[config.mk]
export PLATFORM = sky130hd
export DESIGN_NAME = audio_peak_meter_flat
export DESIGN_NICKNAME = d
export VERILOG_FILES = /design/src/rtl/audio_peak_meter_if.sv /design/src/rtl/audio_peak_meter.sv /design/src/flat_wrapper.sv
export SDC_FILE = /design/constraint.sdc
export NUM_CORES = 1
export LEC_CHECK = 0
export BUFFER_PORTS_ARGS = -buffer_cell sky130_fd_sc_hd__clkbuf_2
export CAP_MARGIN = 15
export CORE_ASPECT_RATIO = 0.9
export CORE_UTILIZATION = 61
export DETAILED_ROUTE_END_ITERATION = 16
export GPL_TIMING_DRIVEN = 1
export PLACE_DENSITY = 0.83
export SYNTH_ARGS = -nofsm -noshare
export SYNTH_HDL_FRONTEND = slang
export SYNTH_SLANG_ARGS = --single-unit
[constraint.sdc]
create_clock -name clk -period 11.2 [get_ports clk]
set_clock_uncertainty 0.2 [all_clocks]
set_input_delay 0.56 -clock clk [delete_from_list [all_inputs] [get_ports clk]]
set_output_delay 0.56 -clock clk [all_outputs]
set_load 0.02 [all_outputs]
[src/rtl/audio_peak_meter_if.sv]
// Sample-stream and meter-output bundle for audio_peak_meter.
// The master side feeds PCM samples and clear; the slave side is the meter.
interface audio_peak_meter_if;
    logic [15:0] smpl;      // signed two's-complement PCM
    logic        smpl_vld;
    logic        clr_pk;
    logic [14:0] mag;
    logic        mag_vld;
    logic [14:0] peak;
    logic [17:0] lvl_bar;
    logic        clip;

    modport master (
        output smpl, smpl_vld, clr_pk,
        input  mag, mag_vld, peak, lvl_bar, clip
    );

    modport slave (
        input  smpl, smpl_vld, clr_pk,
        output mag, mag_vld, peak, lvl_bar, clip
    );
endinterface

[src/rtl/audio_peak_meter.sv]
// Streaming peak meter: |sample| -> held/decaying peak -> 18-LED thermometer bar.
// Define AUDIO_PEAK_CLIP_EN to build the sticky clip detector; otherwise clip is tied low.
module audio_peak_meter #(
    parameter int HOLD_SMPLS = 1024,
    parameter int DECAY_SHFT = 4
) (
    input  logic              clk,
    input  logic              rst_n,
    audio_peak_meter_if.slave bus
);

    localparam int               HCW         = $clog2(HOLD_SMPLS) + 1;
    localparam logic [HCW-1:0]   HOLD_RELOAD = HCW'(HOLD_SMPLS - 1);
    localparam int               BAR_STEP    = 1820;

    typedef enum logic {
        ST_HOLD,
        ST_DECAY
    } state_t;

    logic [14:0]    mag_q;
    logic           mag_vld_q;
    logic [15:0]    smpl_neg;
    logic [14:0]    smpl_mag;

    state_t         state, state_nxt;
    logic [14:0]    peak_q, peak_nxt;
    logic [HCW-1:0] hold_cnt, hold_nxt;
    logic [14:0]    dec_step, peak_dec;
    logic [17:0]    bar_q, bar_nxt;

    // Magnitude: -32768 has no positive 15-bit counterpart and saturates.
    assign smpl_neg = ~bus.smpl + 16'd1;

    always_comb begin
        if (!bus.smpl[15])
            smpl_mag = bus.smpl[14:0];
        else if (bus.smpl == 16'h8000)
            smpl_mag = 15'h7FFF;
        else
            smpl_mag = smpl_neg[14:0];
    end

    // NOTE: state registers use non-blocking assignments so every flop samples pre-edge values.
    always_ff @(posedge clk or negedge rst_n) begin
        if (!rst_n) begin
            mag_q     <= '0;
            mag_vld_q <= 1'b0;
        end else begin
            mag_vld_q <= bus.smpl_vld;
            if (bus.smpl_vld)
                mag_q <= smpl_mag;
        end
    end

    // Decay step is a fraction of the peak but never less than one LSB.
    assign dec_step = ((peak_q >> DECAY_SHFT) == 15'd0) ? 15'd1 : (peak_q >> DECAY_SHFT);
    assign peak_dec = (peak_q == 15'd0) ? 15'd0 : peak_q - dec_step;

    // NOTE: every always_comb output gets a default first so no path can infer a latch.
    always_comb begin
        state_nxt = state;
        peak_nxt  = peak_q;
        hold_nxt  = hold_cnt;
        if (bus.clr_pk) begin
            state_nxt = ST_DECAY;
            peak_nxt  = '0;
            hold_nxt  = '0;
        end else if (mag_vld_q) begin
            unique case (state)
                ST_HOLD: begin
                    if (mag_q >= peak_q) begin
                        peak_nxt = mag_q;
                        hold_nxt = HOLD_RELOAD;
                    end else if (hold_cnt == '0) begin
                        state_nxt = ST_DECAY;
                    end else begin
                        hold_nxt = hold_cnt - HCW'(1);
                    end
                end
                ST_DECAY: begin
                    if (mag_q >= peak_dec) begin
                        peak_nxt  = mag_q;
                        hold_nxt  = HOLD_RELOAD;
                        state_nxt = ST_HOLD;
                    end else begin
                        peak_nxt = peak_dec;
                    end
                end
            endcase
        end
    end

    always_ff @(posedge clk or negedge rst_n) begin
        if (!rst_n) begin
            state    <= ST_DECAY;
            peak_q   <= '0;
            hold_cnt <= '0;
        end else begin
            state    <= state_nxt;
            peak_q   <= peak_nxt;
            hold_cnt <= hold_nxt;
        end
    end

    // Bar segment i lights once the peak reaches (i+1) steps of 1820.
    always_comb begin
        bar_nxt = '0;
        for (int i = 0; i < 18; i++)
            bar_nxt[i] = (32'(peak_q) >= 32'((i + 1) * BAR_STEP));
    end

    always_ff @(posedge clk or negedge rst_n) begin
        if (!rst_n)
            bar_q <= '0;
        else
            bar_q <= bar_nxt;
    end

`ifdef AUDIO_PEAK_CLIP_EN
    logic clip_q;

    always_ff @(posedge clk or negedge rst_n) begin
        if (!rst_n)
            clip_q <= 1'b0;
        else if (bus.clr_pk)
            clip_q <= 1'b0;
        else if (bus.smpl_vld && (bus.smpl == 16'h7FFF || bus.smpl == 16'h8000))
            clip_q <= 1'b1;
    end

    assign bus.clip = clip_q;
`else
    assign bus.clip = 1'b0;
`endif

    assign bus.mag     = mag_q;
    assign bus.mag_vld = mag_vld_q;
    assign bus.peak    = peak_q;
    assign bus.lvl_bar = bar_q;

endmodule

[src/flat_wrapper.sv]
// flat-port wrapper written by rule: the top's interface ports become plain ports
module audio_peak_meter_flat 
#(
    parameter int HOLD_SMPLS = 1024,
    parameter int DECAY_SHFT = 4
)
  (clk, rst_n, bus_smpl, bus_smpl_vld, bus_clr_pk, bus_mag, bus_mag_vld, bus_peak, bus_lvl_bar, bus_clip);
  audio_peak_meter_if bus_i ();
  input  logic clk;
  input  logic rst_n;
  input wire logic [$bits(bus_i.smpl)-1:0] bus_smpl;
  input wire logic [$bits(bus_i.smpl_vld)-1:0] bus_smpl_vld;
  input wire logic [$bits(bus_i.clr_pk)-1:0] bus_clr_pk;
  output wire logic [$bits(bus_i.mag)-1:0] bus_mag;
  output wire logic [$bits(bus_i.mag_vld)-1:0] bus_mag_vld;
  output wire logic [$bits(bus_i.peak)-1:0] bus_peak;
  output wire logic [$bits(bus_i.lvl_bar)-1:0] bus_lvl_bar;
  output wire logic [$bits(bus_i.clip)-1:0] bus_clip;
  assign bus_i.smpl = bus_smpl;
  assign bus_i.smpl_vld = bus_smpl_vld;
  assign bus_i.clr_pk = bus_clr_pk;
  assign bus_mag = bus_i.mag;
  assign bus_mag_vld = bus_i.mag_vld;
  assign bus_peak = bus_i.peak;
  assign bus_lvl_bar = bus_i.lvl_bar;
  assign bus_clip = bus_i.clip;
  audio_peak_meter #(.HOLD_SMPLS(HOLD_SMPLS), .DECAY_SHFT(DECAY_SHFT)) u_core (.clk(clk), .rst_n(rst_n), .bus(bus_i));
endmodule
### Word-level counts from Yosys, hierarchy flattened

Index checks and enable logic that the tools add are counted.

* flip-flop bits (word level): 61
* input port bits: 20
* output and inout port bits: 50
* word-level logic and storage cells: 62

* add/subtract/negate cells: 3
* magnitude comparators: 20
* equality and inequality tests: 4
* multiplexer cells: 21
* bitwise logic cells: 2
* reductions and logical operators: 6

Operator list (count)
* >= comparator 15 bit (second input constant): 9
* 2-to-1 mux 15 bit: 7
* >= comparator 15 x 14 -> 1 bit (second input constant): 5
* 2-to-1 mux 11 bit: 6
* >= comparator 15 x 13 -> 1 bit (second input constant): 2
* >= comparator 15 bit: 2
* zero test 15 bit: 2
* case mux 15 bit (2 select lines): 1
* case mux 11 bit (2 select lines): 1
* == test 16 bit (second input constant): 1
* adder 15 x 1 -> 15 bit (second input constant): 1
* >= comparator 15 x 11 -> 1 bit (second input constant): 1
* >= comparator 15 x 12 -> 1 bit (second input constant): 1
* NOT 15 bit: 1
* subtractor 15 bit: 1
* zero test 11 bit: 1
* subtractor 11 x 1 -> 11 bit (second input constant): 1
* 2-to-1 mux 1 bit: 5
* inequality test 4 x 3 -> 1 bit (second input constant): 1
* inequality test 3 x 2 -> 1 bit (second input constant): 1
* inequality test 3 bit (second input constant): 1
* AND reduction 3 bit: 1
* case mux 1 bit (2 select lines): 1
* AND reduction 2 bit: 1
* 2 further kinds: 2

### Depth between registers and ports, before layout

Gate-level depths: netlist of run 1.

* depth after elaboration: 9
* mapped depth: 22

### Worst setup path before layout of run 1

No wires, ideal clock.

* path kind: register -> register
* start point: reg u_core.peak_q[10] (netlist: u_core.bus.peak[10])
* end point: reg u_core.peak_q[0] (netlist: u_core.bus.peak[0])
* library setup time: 123 ps
* arrival: 4373 ps
* data required time: 10877 ps
* setup slack: 6503 ps
* stages on the path, launching flop included: 23
* path buffers: 3
* period minus slack after synthesis: 4697 ps
* path through: dfrtp_1 > clkbuf_1 > nor3_1 > nand3_1 > o31ai_1 > ha_1 > fa_1 > nor2b_1 > o31a_1 > o31ai_1 > a21oi_1 > o21a_1 > o21bai_1 > ha_1 > a21o_1 > a21oi_1 > o211a_1 > nand3_1 > clkbuf_1 > clkbuf_1 > nor3_1 > a21oi_1 > o2bb2ai_1

* word-level cells in the longest chain between the ends: 9

RTL lines
* from (decl): RTL line audio_peak_meter.sv:27 `logic [14:0] peak_q, peak_nxt;`
* from (signal assigned): RTL line audio_peak_meter.sv:101 `peak_q <= peak_nxt;`
* zero test 15 bit: RTL line audio_peak_meter.sv:57 `assign dec_step = ((peak_q >> DECAY_SHFT) == 15'd0) ? 15'd1 : (peak_q >> DECAY_SHFT);`
* 2-to-1 mux 11 bit: RTL line audio_peak_meter.sv:57
* subtractor 15 bit: RTL line audio_peak_meter.sv:58 `assign peak_dec = (peak_q == 15'd0) ? 15'd0 : peak_q - dec_step;`
* 2-to-1 mux 15 bit: RTL line audio_peak_meter.sv:58
* >= comparator 15 bit: RTL line audio_peak_meter.sv:82 `if (mag_q >= peak_dec) begin`
* 2-to-1 mux 15 bit: RTL line audio_peak_meter.sv:82
* case mux 15 bit (2 select lines): RTL line audio_peak_meter.sv:70 `unique case (state)`
* 2-to-1 mux 15 bit: RTL line audio_peak_meter.sv:69 `end else if (mag_vld_q) begin`
* 2-to-1 mux 15 bit: RTL line audio_peak_meter.sv:65 `if (bus.clr_pk) begin`

Parallel ways exist; a longest one is shown, timed or not. The select of a mux whose other input is x is not followed.
A chain may end at the register's enable or synchronous reset.

### Final worst setup path of run 1

* start point: reg u_core.peak_q[12] (netlist: u_core.bus.peak[12])
* end point: reg u_core.hold_cnt[5]

* word-level cells in the longest chain between the ends: 7

RTL lines
* zero test 15 bit: RTL line audio_peak_meter.sv:57
* 2-to-1 mux 11 bit: RTL line audio_peak_meter.sv:57
* subtractor 15 bit: RTL line audio_peak_meter.sv:58
* 2-to-1 mux 15 bit: RTL line audio_peak_meter.sv:58
* >= comparator 15 bit: RTL line audio_peak_meter.sv:82
* inequality test 3 bit (no source line)
* AND reduction 3 bit (no source line)
* to (signal assigned): RTL line audio_peak_meter.sv:102 `hold_cnt <= hold_nxt;`
* to (decl): RTL line audio_peak_meter.sv:28 `logic [HCW-1:0] hold_cnt, hold_nxt;`

Parallel ways exist; a longest one is shown, timed or not. The select of a mux whose other input is x is not followed.

==> results of run 1 <==
-- critical path, delay by kind of cell (launching register included) --
family          cells  cell delay, ps
compound gates     10            2460
flops               1             540
fa+ha+maj           3             770
simple gates        6            2080
-- how the worst min path moves through the flow --
stage	slack, ps	cells past startpoint	start	endpoint
5_1_grt	260	2	rst_n	u_core.bus.peak[2]
6_report	170	2	rst_n	u_core.bus.peak[2]
2_1_floorplan	60	0	rst_n	u_core.bus.lvl_bar[0]
4_1_cts	210	2	rst_n	u_core.bus.peak[2]
3_5_place_dp	290	1	u_core.hold_cnt[7]	u_core.hold_cnt[7]
3_3_place_gp	280	1	u_core.hold_cnt[7]	u_core.hold_cnt[7]
-- sequential cells by signal, summed over array words and instances, names as in the netlist --
register,count
u_core.bus.mag,15
u_core.bus.mag_vld,1
u_core.bus.lvl_bar,18
u_core.state,1
u_core.hold_cnt,11
u_core.bus.peak,15
-- per-layer routing --
layer | track usage (%) | vias to the layer above
li1 | - | 2172
met1 | 46.35 | 2223
met2 | 52.13 | 271
met3 | 6.915 | 51
met4 | 13.22 | 0
met5 | 0 | -
-- cell families after synthesis --
logic type | synth area share [%]
other cells | 0.07912
mux | 1.346
flops | 32.23
simple gates | 20.41
xor+xnor | 2.957
fa+ha+maj | 12.04
buf+inv | 5.966
compound gates | 24.97
-- per-stage QoR --
stage / hold WS [ps] / cell area [µm²] / util (%) / setup slack, ps / cells
after floorplan: 64.41 / 4740 / - / 6503 / 566
after global placement: 276.0 / 5090 / 67.46 / 5561 / 703
after detailed placement: 286.7 / 5090 / 67.46 / 5157 / 703
after CTS: 210.7 / 5315 / 70.45 / 5165 / 719
after global routing: 260.6 / 5315 / 70.45 / 4573 / 719
final: 173.3 / 5315 / 70.45 / 5021 / 719
-- cell type report --
cell class,instances,area (µm²),area share (%)
clock buffers,12,155.1,2.919
clock inverters,4,70.07,1.318
inverters,42,157.7,2.966
multi-input cells,434,2929,55.11
flip-flops and latches,61,1528,28.74
well taps,96,120.1,2.260
repair buffers,70,355.3,6.685
-- cell usage after synthesis, drive strengths merged (3+ instances only) --
cell type / n
o31ai: 9
o211ai: 4
a221oi: 4
nor2b: 4
o21a: 10
nor2: 54
xor2: 13
nand3: 23
a31oi: 6
mux2i: 3
a311oi: 5
o41ai: 3
and2: 3
nor3: 19
a21o: 3
xnor2: 3
buf: 6
o2bb2ai: 13
or4: 4
and3: 4
a21oi: 61
dfrtp: 60
nand2: 45
nor4: 8
inv: 41
clkbuf: 23
nand4: 10
mux2: 3
or3: 6
a211oi: 5
a21boi: 3
o21bai: 4
o21ai: 24
nand2b: 6
ha: 44
==> impl_metrics.py, run 1 <==
metrics = {
    "synthesis": {
        "synth_nets": 631,
        "synthCells": 566,
        "yosys.area.top_type": "dfrtp_1",
        "synth_top_area_share_pct": 31.68,
        "synth_edf_count": 0,
        "syn_avg_cell_area_um2": 8.374,
        "ys_warn_count": 0,
        "ys_seq_elements": 61,
        "ys.flop_type": "dfrtp_1",
        "yosysUniqueCellTypes": 68,
        "async_flop_share_pct": 100.0,
        "synth_area_um2": 4740,
        "synth.area.top_cells": "dfrtp_1 (32%), ha_1 (12%), a21oi_1 (5.9%)",
        "synth-seq-area-share_pct": 32.23,
    },
    "die": {
        "num_rows": 30,
        "dieHeight_um": 85.63,
        "chipWidth_um": 94.92,
        "dieArea_um2": 8127,
        "core_area_um2": 7545,
        "start_util_pct": 62.82,
        "pin_count": 70,
    },
    "setup_path": {
        "crit-reg2reg-launch": "u_core.bus.peak[12]",
        "critPathCapture": "u_core.hold_cnt[5]",
        "crit_chain": "nor3_1 > nand3_1 > o31ai_1 > ha_1 > fa_1 > nor2b_1 > o31a_1 > o31ai_1 > a21oi_1 > o21a_1 > o21bai_1 > ha_1 > a21o_1 > a21oi_1 > o211a_1 > nand3_1 > nand2_1 > nor3b_1 > a311oi_1",
        "rr_worst_depth": 19,
        "crit_slowest_cell": "nand3_1",
        "crit_type": "reg -> reg",
        "crit_fanout": 32,
        "cp_slowest_stage_delay_ps": 730,
        "end_kind": "flop",
        "start_kind": "flop",
        "startpoint": "u_core.bus.peak[12]",
        "rrSetupSlack_ps": 5020,
        "r2r_end": "u_core.hold_cnt[5]",
        "arrival_ps": 6220,
        "required_ps": 11240,
    },
    "drt": {
        "drt-met1-wl_um": 5282,
        "dr.pass1.iters": 5,
        "num_vias": 4717,
        "drt_iter0_drc": 394,
        "ant_nets": 0,
        "wl_met2_um": 5972,
        "maxUsedRoutingLayer": "met4",
        "drc_errors": 0,
        "wl_met3_um": 1262,
        "avgViaCountPerCell": 6.561,
        "wl_per_cell_um": 17.99,
        "wl_um": 12930,
    },
    "timing": {
        "rsz0062_at_grt": "no",
        "min_period_over_period_pct": 55.17,
        "maxSlewViolCount": 0,
        "min_period_ps": 6179,
        "setup_viol": 0,
        "tightest_slew_ps": 1078,
        "fmax_ghz": 0.1618,
        "hold_viol_final": 0,
        "max_slew_margin_pct": 27.92,
        "timing.setup.tns_ps": 0,
    },
    "cts": {
        "cts_tree": "built",
        "hold_buffers": 0,
        "cts_root_buffer": "clkbuf_8",
        "cts_buffers": 9,
        "clk_pin_slew_worst_paths_ps": 70,
        "h-tree-depth": 3,
        "cts_setup_buffers": 0,
        "insertion_delay_ps": 350,
        "cts_sinks": 61,
        "cts_buffer_depth": 2,
        "cts.repair.resized": 0,
    },
    "global_routing": {
        "grt_pass1_vias": 4356,
        "grt_pass1_wl_um": 21270,
        "grt_max_degree": 62,
        "grt_usage_pct": 33.74,
        "gr-total-overflow": 0,
        "antenna_found_initial": 0,
    },
    "finish": {
        "final_cell_mix": "clkbuf_2 (68), dfrtp_1 (60), a21oi_1 (56)",
        "syn2layout_area_growth_pct": 12.14,
        "drive_gt1_share_pct": 17.50,
        "nFillCells": 605,
        "final_nets": 683,
        "diodes": 0,
        "layout_commonest_cell": "clkbuf_2",
    },
    "placed_design": {
        "gp_congestion": 0.9742,
        "dp_hpwl_um": 9612,
        "io_buffers": 68,
    },
    "run_status": {
        "status": "complete, no violations",
    },
    "hold_path": {
        "holdCritPathClass": "in -> async",
    },
    "job": {
        "maxCapViolations": 0,
    },
}
Power of run 1 is not shown: default switching activity piles up to over one toggle a cycle in this logic, so the estimate is an artifact.
==> run 2: changes to the inputs <==
CORE_UTILIZATION = 53   (was 61)
PLACE_DENSITY = 0.77   (was 0.83)
clock period = 5.4 ns   (was 11.2 ns; I/O delays follow)
==> run 2 against run 1 <==
Effect of this change:
- first-iteration DRC count grew 33%
- wire length grew 3.2%
- sequential cell count is the same
- clock-buffer cell count shrank 2
- worst hold slack lost 150 ps
- global-route usage shrank 3.6 points
- largest cell class unchanged
- highest routed layer unchanged
==> impl_metrics.py, run 2 (synthesis results as in run 1) <==
metrics = {
    "placed_design": {
        "io_buffers": 68,
        "dpl_worst_slack_ps": 149.6,
        "dp_cells": 739,
        "dp_hpwl_um": 9915,
        "gp_congestion": 0.9498,
    },
    "setup_path": {
        "start_kind": "flop",
        "crit-reg2reg-launch": "u_core.bus.peak[8]",
        "crit_fanout": 25,
        "arrival_ps": 5090,
        "end_kind": "flop",
        "r2r_end": "u_core.bus.peak[10]",
        "crit_type": "reg -> reg",
        "startpoint": "u_core.bus.peak[8]",
        "critPathCapture": "u_core.bus.peak[10]",
        "required_ps": 5470,
        "rr_worst_depth": 20,
        "rrSetupSlack_ps": 380,
    },
    "global_routing": {
        "grt_pass1_wl_um": 21890,
        "grt_usage_pct": 30.09,
        "grt_pass1_vias": 4470,
        "antenna_found_initial": 0,
        "gr-total-overflow": 0,
        "grt_max_degree": 62,
    },
    "cts": {
        "cts_tree": "built",
        "cts_sinks": 61,
        "cts_buffers": 9,
        "cts_buffer_depth": 2,
        "insertion_delay_ps": 350,
        "clk_pin_slew_worst_paths_ps": 80,
        "cts_root_buffer": "clkbuf_8",
        "h-tree-depth": 3,
    },
    "die": {
        "core_area_um2": 8608,
        "pin_count": 70,
        "num_rows": 32,
        "dieArea_um2": 9325,
        "chipWidth_um": 101.7,
        "dieHeight_um": 91.71,
        "start_util_pct": 55.06,
    },
    "job": {
        "maxCapViolations": 0,
    },
    "drt": {
        "avgViaCountPerCell": 6.242,
        "num_vias": 4719,
        "drt_iter0_drc": 524,
        "wl_um": 13350,
        "wl_per_cell_um": 17.66,
        "drc_errors": 0,
        "dr.pass1.iters": 5,
        "ant_nets": 0,
    },
    "finish": {
        "largest_reg_flops": 18,
        "diodes": 0,
        "final_cells": 756,
        "final_nets": 697,
        "drive_gt1_share_pct": 20.09,
        "layout_commonest_cell": "clkbuf_2",
        "final_cell_mix": "clkbuf_2 (68), dfrtp_1 (60), a21oi_1 (56)",
        "syn2layout_area_growth_pct": 15.47,
    },
    "timing": {
        "setup_ws_ps": 384.4,
        "min_period_over_period_pct": 92.88,
        "tightest_slew_ps": 870.5,
        "setup_viol": 0,
        "maxSlewViolCount": 0,
        "timing.setup.tns_ps": 0,
        "max_slew_margin_pct": 41.75,
        "rsz0062_at_grt": "yes",
        "fmax_ghz": 0.1994,
        "min_period_ps": 5016,
        "hold_viol_final": 0,
    },
    "hold_path": {
        "holdCritPathClass": "in -> reg",
    },
    "run_status": {
        "status": "complete, no violations",
    },
}
run 2: timing repair:
item / 4_1_cts / 5_1_grt
resized for setup: 0 / 6
setup endpoints to repair: 0 / 26
hold endpoints to repair: 60 / 0
buffers inserted: 0 / 0
hold buffers: 1 / 0
run 2: layout make-up:
type / instances / area (µm²)
Fill cell: 734 / 3136
Timing Repair Buffer: 84 / 466.7
Sequential cell: 61 / 1528
Tap cell: 119 / 148.9
Inverter: 42 / 157.7
Multi-Input combinational cell: 434 / 2948
Clock buffer: 10 / 137.6
Clock inverter: 6 / 86.33
run 2: layer usage:
metal / vias to the layer above / wire (µm) / GRT usage, %
li1: 2198 / - / -
met1: 2252 / 5769 / 39.58
met2: 235 / 6282 / 48.31
met3: 34 / 1015 / 7.012
met4: 0 / 282 / 10.14
met5: - / 0 / 0
run 2: metrics by stage:
| step | cell area [µm²] | utilization (%) | hold slack, ps |
|---|---|---|---|
| after floorplan | 4740 | - | -225.6 |
| after global placement | 5216 | 60.60 | 269.6 |
| after detailed placement | 5216 | 60.60 | 279.7 |
| after CTS | 5450 | 63.31 | 8.183 |
| after global routing | 5473 | 63.58 | 18.25 |
| final | 5473 | 63.58 | 19.65 |
run 2: worst min-delay path by stage:
stage                                  endpoint  slack, ps   startpoint  cells past startpoint
after floorplan           u_core.bus.lvl_bar[0]       -230        rst_n                      0
after global placement    u_core.bus.lvl_bar[9]        270        rst_n                      2
after detailed placement  u_core.bus.lvl_bar[9]        280        rst_n                      2
after CTS                     u_core.bus.mag[0]          8  bus_smpl[0]                      3
after global routing          u_core.bus.mag[0]         20  bus_smpl[0]                      3
final                         u_core.bus.mag[0]         20  bus_smpl[0]                      3
run 2: worst max-delay path, cell delays in order (launching register included):
cell and delay [ps]:
dfrtp_1 400, nor3_2 280, nand3_1 170, o31ai_1 240
ha_1 230, fa_1 230, nor2b_1 80, o31a_1 270
o31ai_2 330, a21oi_1 230, o21a_1 240, o21bai_1 190
ha_1 330, a21o_1 160, a21oi_1 170, o211a_1 160
nand3_1 260, buf_6 280, nor4b_1 280, a21oi_1 70
o2bb2ai_1 120
Power of run 2 is left out for the same reason.
